`src/rtl/onehot_decoder_scan_if.sv`:
```
// rtl/onehot_decoder_scan_if.sv - select/scan control and one-hot result bundle for onehot_decoder_scan
interface onehot_decoder_scan_if #(
    parameter int SEL_W   = 6,
    parameter int OUT_W   = 64,
    parameter int DWELL_W = 8
);
    logic               mode;
    logic               in_valid;
    logic               in_ready;
    logic [SEL_W-1:0]   input_line;
    logic               scan_start;
    logic               scan_stop;
    logic [DWELL_W-1:0] dwell;
    logic [OUT_W-1:0]   output_line;
    logic               out_valid;
    logic               busy;
    logic               err;

    modport master (
        output mode, in_valid, input_line, scan_start, scan_stop, dwell,
        input  in_ready, output_line, out_valid, busy, err
    );

    modport slave (
        input  mode, in_valid, input_line, scan_start, scan_stop, dwell,
        output in_ready, output_line, out_valid, busy, err
    );
endinterface

```
`src/rtl/onehot_decoder_scan.sv`:
```
// rtl/onehot_decoder_scan.sv - registered one-hot decoder with range check and walking-one scan
module onehot_decoder_scan #(
    parameter int SEL_W   = 6,
    parameter int OUT_W   = 64,
    parameter int DWELL_W = 8
) (
    input logic                  clk,
    input logic                  rst,
    onehot_decoder_scan_if.slave bus
);
    typedef enum logic [1:0] {
        ST_IDLE,
        ST_HOLD,
        ST_SCAN
    } state_t;

    localparam logic [SEL_W:0]   OUT_LIMIT = (SEL_W+1)'(OUT_W);
    localparam logic [SEL_W-1:0] LAST_IDX  = SEL_W'(OUT_W - 1);

    state_t             state_q, state_d;
    logic [OUT_W-1:0]   out_q, out_d;
    logic               valid_q, valid_d;
    logic               err_q, err_d;
    logic [SEL_W-1:0]   idx_q, idx_d;
    logic [DWELL_W-1:0] cnt_q, cnt_d;
    logic [DWELL_W-1:0] dwl_q, dwl_d;

    always_ff @(posedge clk) begin
        if (rst) begin
            state_q <= ST_IDLE;
            out_q   <= '0;
            valid_q <= 1'b0;
            err_q   <= 1'b0;
            idx_q   <= '0;
            cnt_q   <= '0;
            dwl_q   <= '0;
        end else begin
            state_q <= state_d;
            out_q   <= out_d;
            valid_q <= valid_d;
            err_q   <= err_d;
            idx_q   <= idx_d;
            cnt_q   <= cnt_d;
            dwl_q   <= dwl_d;
        end
    end

    always_comb begin
        state_d = state_q;
        out_d   = out_q;
        valid_d = 1'b0;
        err_d   = 1'b0;
        idx_d   = idx_q;
        cnt_d   = cnt_q;
        dwl_d   = dwl_q;
        case (state_q)
            ST_IDLE, ST_HOLD: begin
                if (bus.mode) begin
                    // a simultaneous stop vetoes the start
                    if (bus.scan_start && !bus.scan_stop) begin
                        state_d = ST_SCAN;
                        idx_d   = '0;
                        cnt_d   = '0;
                        dwl_d   = bus.dwell;
                        out_d   = OUT_W'(1);
                        valid_d = 1'b1;
                    end
                end else if (bus.in_valid) begin
                    valid_d = 1'b1;
                    if ({1'b0, bus.input_line} < OUT_LIMIT) begin
                        out_d   = OUT_W'(1) << bus.input_line;
                        state_d = ST_HOLD;
                    end else begin
                        out_d   = '0;
                        err_d   = 1'b1;
                        state_d = ST_IDLE;
                    end
                end
            end
            ST_SCAN: begin
                if (bus.scan_stop) begin
                    state_d = ST_IDLE;
                    out_d   = '0;
                    valid_d = 1'b1;
                    idx_d   = '0;
                    cnt_d   = '0;
                end else if (cnt_q == dwl_q) begin
                    // wrap at OUT_W-1 so non-power-of-two widths never select a missing line
                    cnt_d   = '0;
                    idx_d   = (idx_q == LAST_IDX) ? '0 : idx_q + 1'b1;
                    out_d   = OUT_W'(1) << idx_d;
                    valid_d = 1'b1;
                end else begin
                    cnt_d = cnt_q + 1'b1;
                end
            end
            default: state_d = ST_IDLE;
        endcase
    end

    assign bus.in_ready    = (state_q != ST_SCAN) && !bus.mode;
    assign bus.output_line = out_q;
    assign bus.out_valid   = valid_q;
    assign bus.busy        = (state_q == ST_SCAN);
    assign bus.err         = err_q;
endmodule

```
`src/flat_wrapper.sv`:
```
// flat-port wrapper written by rule: the top's interface ports become plain ports
module onehot_decoder_scan_flat 
#(
    parameter int SEL_W   = 6,
    parameter int OUT_W   = 64,
    parameter int DWELL_W = 8
)
  (clk, rst, bus_mode, bus_in_valid, bus_input_line, bus_scan_start, bus_scan_stop, bus_dwell, bus_in_ready, bus_output_line, bus_out_valid, bus_busy, bus_err);
  onehot_decoder_scan_if #(.SEL_W(SEL_W), .OUT_W(OUT_W), .DWELL_W(DWELL_W)) bus_i ();
  input logic clk;
  input logic rst;
  input wire logic [$bits(bus_i.mode)-1:0] bus_mode;
  input wire logic [$bits(bus_i.in_valid)-1:0] bus_in_valid;
  input wire logic [$bits(bus_i.input_line)-1:0] bus_input_line;
  input wire logic [$bits(bus_i.scan_start)-1:0] bus_scan_start;
  input wire logic [$bits(bus_i.scan_stop)-1:0] bus_scan_stop;
  input wire logic [$bits(bus_i.dwell)-1:0] bus_dwell;
  output wire logic [$bits(bus_i.in_ready)-1:0] bus_in_ready;
  output wire logic [$bits(bus_i.output_line)-1:0] bus_output_line;
  output wire logic [$bits(bus_i.out_valid)-1:0] bus_out_valid;
  output wire logic [$bits(bus_i.busy)-1:0] bus_busy;
  output wire logic [$bits(bus_i.err)-1:0] bus_err;
  assign bus_i.mode = bus_mode;
  assign bus_i.in_valid = bus_in_valid;
  assign bus_i.input_line = bus_input_line;
  assign bus_i.scan_start = bus_scan_start;
  assign bus_i.scan_stop = bus_scan_stop;
  assign bus_i.dwell = bus_dwell;
  assign bus_in_ready = bus_i.in_ready;
  assign bus_output_line = bus_i.output_line;
  assign bus_out_valid = bus_i.out_valid;
  assign bus_busy = bus_i.busy;
  assign bus_err = bus_i.err;
  onehot_decoder_scan #(.SEL_W(SEL_W), .OUT_W(OUT_W), .DWELL_W(DWELL_W)) u_core (.clk(clk), .rst(rst), .bus(bus_i));
endmodule
```
`config.mk`:
```
export PLATFORM = sky130hd
export DESIGN_NAME = onehot_decoder_scan_flat
export DESIGN_NICKNAME = d
export VERILOG_FILES = /design/src/rtl/onehot_decoder_scan_if.sv /design/src/rtl/onehot_decoder_scan.sv /design/src/flat_wrapper.sv
export SDC_FILE = /design/constraint.sdc
export NUM_CORES = 1
export LEC_CHECK = 0
export BUFFER_PORTS_ARGS = -buffer_cell sky130_fd_sc_hd__clkbuf_2
export CORE_MARGIN = 2
export CORE_UTILIZATION = 61
export CTS_CLUSTER_SIZE = 28
export DETAILED_ROUTE_END_ITERATION = 10
export PLACE_DENSITY = 0.86
export SLEW_MARGIN = 0
export SYNTH_ARGS = -nofsm -noshare
export SYNTH_HDL_FRONTEND = slang
export SYNTH_SLANG_ARGS = --single-unit
export TNS_END_PERCENT = 20
```
`constraint.sdc`:
```
create_clock -name clk -period 4.5 [get_ports clk]
set_clock_uncertainty 0.1 [all_clocks]
set_input_delay 0.45 -clock clk [delete_from_list [all_inputs] [get_ports clk]]
set_output_delay 0.45 -clock clk [all_outputs]
set_load 0.005 [all_outputs]
```
# == Word level (Yosys, flattened, before mapping) ==
# Index checks and enable logic that the tools add are counted.
# classes
n_addsub,2
eq_ne,11
mux,28
reduce_logical,12
shift,2
# op_table
cell,n
64-bit two-way mux,5
64-bit one-hot mux with 2 select lines,1
1-bit by 6-bit << shifter with 64-bit output (first input constant),2
8-bit two-way mux,4
6-bit two-way mux,5
8-bit one-hot mux with 2 select lines,1
6-bit one-hot mux with 2 select lines,1
3-bit AND reduction,3
8-bit by 1-bit adder with 8-bit output (second input constant),1
8-bit equality test,1
2-bit two-way mux,4
4-bit AND reduction,2
6-bit by 1-bit adder with 6-bit output (second input constant),1
6-bit equality test (second input constant),1
2-bit inequality test (second input constant),3
3-bit by 2-bit inequality test with 1-bit output (second input constant),2
1-bit two-way mux,5
2-bit one-hot mux with 2 select lines,1
3-bit inequality test (second input constant),1
2-bit by 1-bit equality test with 1-bit output (second input constant),1
2-bit equality test (second input constant),1
1-bit logical AND,2
1-bit zero test,2
2-bit zero test,1
4 further kinds,4
# totals
inputBits,20
reg_bits,89

# == Depth between registers and ports, before layout ==
# Gate-level depths: netlist of run 1.
# depth
word_depth,6
ltp_mapped,8
ltp_nobuf,6

# == Worst setup path before layout of run 1 ==
# Ideal clock, no wire load.
# synth_timing
kind,flip-flop to flip-flop
start,reg u_core.idx_q[1]
end,reg u_core.out_q[40] (netlist: u_core.bus.output_line[40])
path_slack_ps,2520
n_path_buf,0
arrival_ps,1728
stages_incl_launch_ff,7
period_less_slack_ps,1980
setup_time_ps,152
cell_sequence,dfxtp_1 > ha_1 > a21oi_1 > o21ai_0 > a21oi_2 > a22oi_1 > a221oi_1
# synth_between
elab_chain_len,6
elab_cells_between_ends,7
classes_between,add/sub (1); eq/ne (1); shift (1); mux (4)
# synth_rtl
element,line_no,source
from (decl),onehot_decoder_scan.sv:24,"logic [SEL_W-1:0] idx_q, idx_d;"
from (signal assigned),onehot_decoder_scan.sv:42,idx_q <= idx_d;
6-bit by 1-bit adder with 6-bit output / 6-bit equality test (equally long branches),onehot_decoder_scan.sv:90,idx_d = (idx_q == LAST_IDX) ? '0 : idx_q + 1'b1;
6-bit two-way mux *,onehot_decoder_scan.sv:90,
1-bit by 6-bit << shifter with 64-bit output *,onehot_decoder_scan.sv:91,out_d = OUT_W'(1) << idx_d;
64-bit two-way mux *,onehot_decoder_scan.sv:87,end else if (cnt_q == dwl_q) begin
64-bit two-way mux *,onehot_decoder_scan.sv:81,if (bus.scan_stop) begin
64-bit one-hot mux with 2 select lines *,onehot_decoder_scan.sv:56,case (state_q)
to (signal assigned),onehot_decoder_scan.sv:39,out_q <= out_d;
to (decl),onehot_decoder_scan.sv:21,"logic [OUT_W-1:0] out_q, out_d;"
# Mark *: on every way between the ends. The rest lies on a longest branch, timed or not. The select of a mux whose other input is x is not followed.
# A chain may end at the register's enable or synchronous reset.

# == Worst setup path in the final report of run 1 ==
# layout_timing
start,reg u_core.state_q[0]
end,reg u_core.out_q[7] (netlist: u_core.bus.output_line[7])
# layout_between
elab_chain_len,4
elab_cells_between_ends,10
classes_between,eq/ne (5); mux (1); reduce/logical (4)
# layout_rtl
element,line_no,source
from (decl),onehot_decoder_scan.sv:20,"state_t state_q, state_d;"
from (signal assigned),onehot_decoder_scan.sv:38,state_q <= state_d;
2-bit by 1-bit equality test with 1-bit output / 2-bit zero test (equally long branches),onehot_decoder_scan.sv:56,
2-bit OR reduction,onehot_decoder_scan.sv:56,
3-bit by 2-bit inequality test with 1-bit output (no source line) (tied with other cells),-,
4-bit AND reduction (no source line),-,
# Several ways; a longest one is shown, not always the timed one.

==> results by group, run 1 <==
Setup path
  – Critical Path AT: 3.08 ns
  – Crit-path cells: nand2b_2, inv_2, a21o_1, a31oi_4, buf_4, nand2_1, a21oi_1
  – Crit. Startpoint: u_core.state_q[0]
  – Worst endpoint required time: 4.70 ns
  – Reg2Reg Depth: 7
  – RR Endpoint: u_core.bus.output_line[7]
  – Critical path launch point type: register
  – Worst R2R Setup Slack: 1.62 ns
  – Crit path largest cell delay: 0.69 ns
  – Worst setup endpoint: u_core.bus.output_line[7]
  – CP endpoint kind: register
  – CP Class: reg -> reg
  – CP Max Fanout: 73
  – CP max-delay cell: nand2_1
  – FF-to-FF Start: u_core.state_q[0]

Detailed routing
  – Number of iterations in the first detailed-routing pass: 5
  – Residual DRC: 0
  – Iteration-0 DRC Markers: 443
  – Avg WL per Cell: approximately 17 um
  – Post-DRT Antenna Nets: 0
  – Final wirelength: 13100 um
  – Vias: 4920
  – Vias per Instance: 6.21

Clock network
  – CTS tree: done
  – Clk Latency, worst-skew pair: 0.37 ns
  – Clock-pin slew on the worst setup and hold paths: 0.09 ns
  – Post-CTS setup repair buffer count: 0
  – Clock root cell: clkbuf_8
  – Clk buf depth: 2
  – Resize count post-CTS: 0
  – Clk sinks: 89
  – Hold_buf cts: 0
  – H-tree Lvls: 3
  – TritonCTS Buffers: 9

Timing
  – Final setup fails: 0
  – RSZ-0062 raised after global routing: no
  – Final Cycle Share: 64.1%
  – Setup TNS: 0 ns
  – Worst rel slew slack: 30.9%
  – Hold Violations, Final: 0
  – Final Max Slew Viols: 0
  – Minimum clock period: 2.88 ns
  – Actual slew at the worst max-slew pin: 1.04 ns
  – Max Clk Rate: 347 MHz
  – Min Hold Slack: around 0.19 ns

Die
  – # rows: 33
  – Die ar.: 0.00898 mm^2
  – I/O pins: just under 90
  – Die Ht: about 95 um
  – Chip width: 94.8 um
  – Core Box Area: 0.00809 mm^2
  – Starting Density: roughly 62%

Logic synthesis
  – Share of the synthesized area in the top cell type: ~35%
  – Largest family of logic cells by synthesized area: compound AO/OA/AOI/OAI gates
  – Synth cell types: 53
  – Adder-cell share of the synthesized area: 1.49%
  – Compound-gate portion of the synthesized area: 29.2%
  – EDFF count, synth: 0
  – XOR/XNOR Fraction of Synth Area: 1.92%
  – Synthesized flop and latch total: 89
  – Synth area leader: dfxtp_1
  – Synth async-reset ratio: 0%
  – Syn Area/Cell: 7.94 um^2
  – Top_reg_cell synth: dfxtp_1
  – Syn Std Cell Area: 0.00502 mm^2
  – Simple-gate share of the synthesized area: between 20% and 30%
  – Sequential fraction of the synthesis area: 35.5%
  – Mux cell area share after synthesis: 0.598%
  – Syn nets: ~660
  – Synth Warn #: 0
  – Mapped Cells: ~630
  – Top area cells in the synthesized netlist: dfxtp_1 (35%), a21oi_1 (9.4%), a221oi_2 (6.3%)

Cells and area
  – Fin nets: roughly 710
  – Synth-to-Final Area Change: 10.6%
  – FILL cells: just over 700
  – Most frequent cells in the layout: a21oi_1 (94), dfxtp_1 (89), clkbuf_2 (85)
  – Fin cells: 792
  – Share of layout cells above drive strength 1: 24.7%
  – # diodes: 0
  – Commonest non-fill, non-tap cell in the layout: a21oi_1

Placed design
  – Final Wtd Congestion: 0.898
  – Dpl cells: 776
  – I/O Buffers: 86
  – Hpwl dp: 8980 um

GRT
  – Vias in the first global route: 4434
  – GR Util met1: about two fifths
  – Grt ovf: 0
  – First-pass GRT wire length: about 21000 um
  – M3 GR Usage: 4.15%
  – Met2 Use GR: 45.7%
  – Initial antenna violation count: 0
  – Largest net degree at the start of global routing: between 70 and 80
  – Top Usage Layer GRT: met2
  – GRT Util Overall: 29.5%

Run
  – Maxcap violations: 0

Pwr
  – VDD IR max: 169 uV
  – Lkg Pwr: 2.11 nW
  – Cell Pwr Density: 319 mW/mm^2

Status
  – Outcome: finished clean

Worst hold path
  – Min-Delay Path Class: in -> reg
-- worst min-delay path by stage --
stage,cells after the start,from,slack (ns),to
finish,3,bus_dwell[6],0.19,u_core.dwl_q[6]
CTS,3,bus_dwell[6],0.18,u_core.dwl_q[6]
global route,3,bus_dwell[6],0.21,u_core.dwl_q[6]
detailed placement,2,u_core.bus.output_line[0],0.35,u_core.bus.output_line[0]
global placement,2,u_core.bus.output_line[60],0.35,u_core.bus.output_line[60]
floorplan,2,u_core.dwl_q[0],0.35,u_core.dwl_q[0]
-- per-stage QoR --
step | util, % | area [um^2] | total power [W] | setup WS (ns)
2_1_floorplan | - | 5020 | 0.00111 | 2.52
3_3_place_gp | 66.1 | 5350 | 0.00119 | 1.55
3_5_place_dp | 66.1 | 5350 | 0.00120 | 1.43
4_1_cts | 68.7 | 5560 | 0.00178 | 1.71
5_1_grt | 68.7 | 5560 | 0.00185 | 1.47
6_report | 68.7 | 5560 | 0.00177 | 1.62
-- cells in the mapped netlist, types with 3 or more instances --
master,n
a211oi_1,3
a21oi_1,94
a21oi_2,3
a221oi_1,19
a221oi_2,21
a22oi_1,16
a311oi_1,5
a31o_2,24
and3_1,7
buf_2,15
buf_4,3
buf_6,8
clkbuf_1,26
dfxtp_1,89
ha_1,6
inv_1,66
mux2i_1,3
nand2_1,72
nand2b_1,8
nand3_1,10
nand3b_1,4
nor2_1,68
nor2b_1,5
nor3_1,6
nor3b_2,5
o21ai_0,4
xor2_1,10
-- kinds of logic (layout without fill, tap and decap cells) --
family,after synthesis,after routing
buffers and inverters,119,173
AOI/OAI and AO/OA,197,197
other,1,1
xor gates and xnor gates,11,11
muxes,3,3
DFF,89,89
and+or+nand+nor,207,207
adders and majority gates,6,6
-- sequential cells by signal, indices dropped and copies added (netlist names) --
name,count
u_core.bus.output_line,64
u_core.cnt_q,8
u_core.bus.out_valid,1
u_core.idx_q,6
u_core.dwl_q,8
u_core.state_q,2
-- area by class of cell --
| type | count | area [um^2] | share of cell area [%] |
|---|---|---|---|
| sequential | 89 | 1780 | 32.1 |
| tap | 105 | 131 | 2.36 |
| inverter | 67 | 251 | 4.53 |
| clock inverter | 3 | 47.5 | 0.856 |
| timing repair buffer | 90 | 460 | 8.29 |
| multi-input combinational | 425 | 2730 | 49.0 |
| clock buffer | 13 | 159 | 2.86 |
-- critical path: cells and delay by family (launching register included) --
kind / cells / cell delay, ns
simple gates: 2 / 0.87
compound gates: 3 / 0.71
buf+inv: 2 / 0.71
flops: 1 / 0.37
-- report_power, final --
part,switching (W),internal [W],leakage [nW]
registers,0.0000326,0.000844,0.730
clock network,0.000295,0.000291,0.104
logic,0.000180,0.000131,1.28
-- layer usage --
layer,part of all wire [%],up-vias
li1,-,2316
met1,43,2316
met2,46,263
met3,8.8,25
met4,2.0,0
met5,0,-
(Power assumes the default switching activity.)
==> inputs of run 2 (changes only) <==
--- a/config.mk
+++ b/config.mk
@@ -5,12 +5,13 @@
 export SDC_FILE = /design/constraint.sdc
 export NUM_CORES = 1
 export LEC_CHECK = 0
+export ABC_AREA = 1
 export BUFFER_PORTS_ARGS = -buffer_cell sky130_fd_sc_hd__clkbuf_2
 export CORE_MARGIN = 2
-export CORE_UTILIZATION = 61
+export CORE_UTILIZATION = 57
 export CTS_CLUSTER_SIZE = 28
 export DETAILED_ROUTE_END_ITERATION = 10
-export PLACE_DENSITY = 0.86
+export PLACE_DENSITY = 0.8
 export SLEW_MARGIN = 0
 export SYNTH_ARGS = -nofsm -noshare
 export SYNTH_HDL_FRONTEND = slang
==> constraint.sdc (replaced) <==
create_clock -name clk -period 3 [get_ports clk]
set_clock_uncertainty 0.1 [all_clocks]
set_input_delay 0.3 -clock clk [delete_from_list [all_inputs] [get_ports clk]]
set_output_delay 0.3 -clock clk [all_outputs]
set_load 0.005 [all_outputs]
==> results by group, run 2 <==
Clock network
  – Hold_buf cts: 0 (unchanged)
  – CTS tree: done
  – Post-CTS setup repair buffer count: 0 (unchanged)
  – TritonCTS Buffers: 9 (unchanged)
  – Clk Latency, worst-skew pair: 0.36 ns (about the same)
  – Resize count post-CTS: 0 (unchanged)
  – Clock-pin slew on the worst setup and hold paths: 0.09 ns (about the same)
  – Clk sinks: 89 (unchanged)
  – Clock root cell: clkbuf_8
  – H-tree Lvls: 3 (unchanged)
  – Clk buf depth: 2 (unchanged)

Placed design
  – DP Worst Slack: 0.814 ns (-0.616 ns)
  – Final Wtd Congestion: 0.935 (+4.2%)
  – I/O Buffers: 86 (unchanged)
  – Hpwl dp: 9960 um (+11%)
  – Area after DPL: 0.00595 mm^2 (+11%)

Setup path
  – CP max-delay cell: buf_4
  – RR Endpoint: u_core.bus.output_line[3]
  – Reg2Reg Depth: 12 (+5)
  – Worst endpoint required time: 3.16 ns (-1.54 ns)
  – Crit path largest cell delay: 0.55 ns (-0.14 ns)
  – CP endpoint kind: register
  – Worst R2R Setup Slack: 0.75 ns (-0.87 ns)
  – Crit-path cells: inv_1, nand2_1, nand2_1, nand2_1, nor2_1, nand2_1, nand2_1, nand2_2, buf_4, nand3b_1, nand2_1, nor2_1
  – Critical Path AT: 2.41 ns (-0.67 ns)
  – Critical path launch point type: register
  – Critical Path Most Common Cell: nand2_1
  – CP Max Fanout: 59 (-19%)
  – CP Class: reg -> reg
  – FF-to-FF Start: u_core.cnt_q[1]

Detailed routing
  – Residual DRC: 0 (unchanged)
  – Avg WL per Cell: 12.9 um (-22%)
  – Post-DRT Antenna Nets: 0 (unchanged)
  – Final wirelength: 14400 um (+10%)
  – Vias: 5806 (+18%)
  – Vias per Instance: 5.17 (-17%)
  – Number of iterations in the first detailed-routing pass: 5 (unchanged)
  – Iteration-0 DRC Markers: 552 (+25%)

GRT
  – First-pass GRT wire length: 23800 um (+13%)
  – Grt ovf: 0 (unchanged)
  – Largest net degree at the start of global routing: 65 (-12%)
  – Vias in the first global route: 5106 (+15%)
  – Initial antenna violation count: 0 (unchanged)
  – GRT Util Overall: 28.2% (-1.3 points)

Timing
  – Actual slew at the worst max-slew pin: 0.710 ns (-0.326 ns)
  – Final setup fails: 0 (unchanged)
  – Worst rel slew slack: 52.7% (+22 points)
  – Final Cycle Share: 75.0% (+11 points)
  – Max Clk Rate: 445 MHz (+28%)
  – Hold Violations, Final: 0 (unchanged)
  – Final Max Slew Viols: 0 (unchanged)
  – Minimum clock period: 2.25 ns (-0.635 ns)
  – Setup TNS: 0 ns (unchanged)
  – RSZ-0062 raised after global routing: no
  – Fin worst setup slack: 0.751 ns (-0.865 ns)

Logic synthesis
  – Top area cells in the synthesized netlist: dfxtp_1 (32%), nor2_1 (17%), nand2_1 (15%)
  – Sequential fraction of the synthesis area: 32.1% (-3.4 points)
  – Synth Warn #: 0 (unchanged)
  – Syn Area/Cell: 5.95 um^2 (-25%)
  – Syn nets: 960 (+46%)
  – Synth area leader: dfxtp_1
  – Syn Std Cell Area: 0.00555 mm^2 (+11%)
  – Top_reg_cell synth: dfxtp_1
  – Synthesized flop and latch total: 89 (unchanged)
  – EDFF count, synth: 0 (unchanged)
  – Top-count cell post-synth: nor2_1
  – Mapped Cells: 934 (+48%)
  – Synth async-reset ratio: 0% (unchanged)
  – List of most frequent post-synthesis cells: nor2_1 (245), nand2_1 (224), inv_1 (98)
  – Synth cell types: 30 (-43%)
  – Share of the synthesized area in the top cell type: 32.1% (-3.4 points)

Cells and area
  – Synth-to-Final Area Change: 10.6% (about the same)
  – Register area: 0.00178 mm^2 (unchanged)
  – Commonest non-fill, non-tap cell in the layout: nor2_1
  – # diodes: 0 (unchanged)
  – Cell area after layout: 0.00614 mm^2 (+11%)
  – Max reg flops: 64 (unchanged)
  – Multi-input logic area: 0.00310 mm^2 (+14%)
  – FILL cells: 969 (+37%)
  – Share of layout cells above drive strength 1: 13.4% (-11 points)
  – Most frequent cells in the layout: nor2_1 (245), nand2_1 (223), inv_1 (98)
  – Fin nets: 1012 (+43%)

Run
  – Maxcap violations: 0 (unchanged)

Worst hold path
  – Min-Delay Path Class: in -> reg
  – Worst hold start: bus_dwell[4]
  – Hold path cells: 3 (unchanged)
  – Hold endpoint: u_core.dwl_q[4]

Pwr
  – Total Power: 0.00274 W (+54%)
  – Lkg Pwr: 3.03 nW (+44%)
  – VDD IR max: 233 uV (+38%)
  – Cell Pwr Density: 445 mW/mm^2 (+39%)

Die
  – Die ar.: 0.0105 mm^2 (+17%)
  – Core Box Area: 0.00959 mm^2 (+19%)
  – Chip width: 103 um (+8.4%)
  – Starting Density: 57.9% (-4.2 points)
  – # rows: 36 (+9.1%)
  – Die Ht: 103 um (+8.4%)
  – I/O pins: 88 (unchanged)

Status
  – Outcome: finished clean
## run 2: cell count changes in the layout (fill, tap and decap cells not counted), sizes merged, moves of 7 or more
cell | previous run | this run
nor2 | 68 | 253
nand2 | 72 | 231
a21oi | 98 | 17
nand3 | 11 | 85
a221oi | 40 | 0
inv | 68 | 105
nand3b | 4 | 33
o21ai | 4 | 33
a31o | 24 | 0
a22oi | 16 | 0
nand4 | 1 | 12
nand2b | 9 | 0
xor2 | 10 | 2
and3 | 7 | 0
## run 2: logic make-up after synthesis
kind of cell               after synthesis  share of synthesized area, %
adders and majority gates                6                          1.35
and+or+nand+nor                        622                          48.5
xor gates and xnor gates                 6                         0.946
DFF                                     89                          32.1
AOI/OAI and AO/OA                       52                          4.84
buffers and inverters                  158                          12.2
other                                    1                        0.0675
## run 2: layout make-up
| type | instances | share of cell area (%) |
|---|---|---|
| Clock buffer | 11 | 2.30 |
| Clock inverter | 4 | 0.876 |
| Inverter | 107 | 6.54 |
| Multi-Input combinational cell | 687 | 50.4 |
| Sequential cell | 89 | 29.0 |
| Tap cell | 133 | 2.71 |
| Timing Repair Buffer | 92 | 8.14 |
## run 2: routing by layer
metal  global-route usage, %  share of wire [%]
met1                    37.5                 43
met2                    46.0                 47
met3                    4.54                6.5
met4                    11.0                3.1
met5                       0                  0
## run 2: how the worst max path moves through the flow
stage               startpoint  cells past startpoint  slack (ns)                         end
5_1_grt        u_core.cnt_q[5]                     12        0.50  u_core.bus.output_line[13]
3_5_place_dp   u_core.cnt_q[1]                     12        0.81  u_core.bus.output_line[57]
3_3_place_gp   u_core.cnt_q[1]                     12        0.87  u_core.bus.output_line[54]
2_1_floorplan  u_core.idx_q[0]                     11        1.22  u_core.bus.output_line[54]
4_1_cts        u_core.cnt_q[1]                     12        0.76  u_core.bus.output_line[57]
6_report       u_core.cnt_q[1]                     12        0.75   u_core.bus.output_line[3]
## run 2: power breakdown
part,internal [W],switching [W],total (W)
Combinational,0.000213,0.000360,0.000573
Sequential,0.00127,0.0000545,0.00132
Clock,0.000405,0.000435,0.000840
Total,0.00189,0.000850,0.00274
## run 2: per-stage QoR
step | instances | hold slack, ns | utilization [%]
2_1_floorplan | 934 | 0.335 | -
4_1_cts | 1123 | 0.0513 | 64.0
5_1_grt | 1123 | 0.0722 | 64.0
3_3_place_gp | 1108 | 0.358 | 62.0
6_report | 1123 | 0.0539 | 64.0
3_5_place_dp | 1108 | 0.363 | 62.0
## run 2: worst max-delay path: cells and delay by family, from the launching register on
kind	cells	cell delay [ns]
buffers and inverters	2	0.60
AND/OR/NAND/NOR	10	0.98
flip-flops	1	0.41
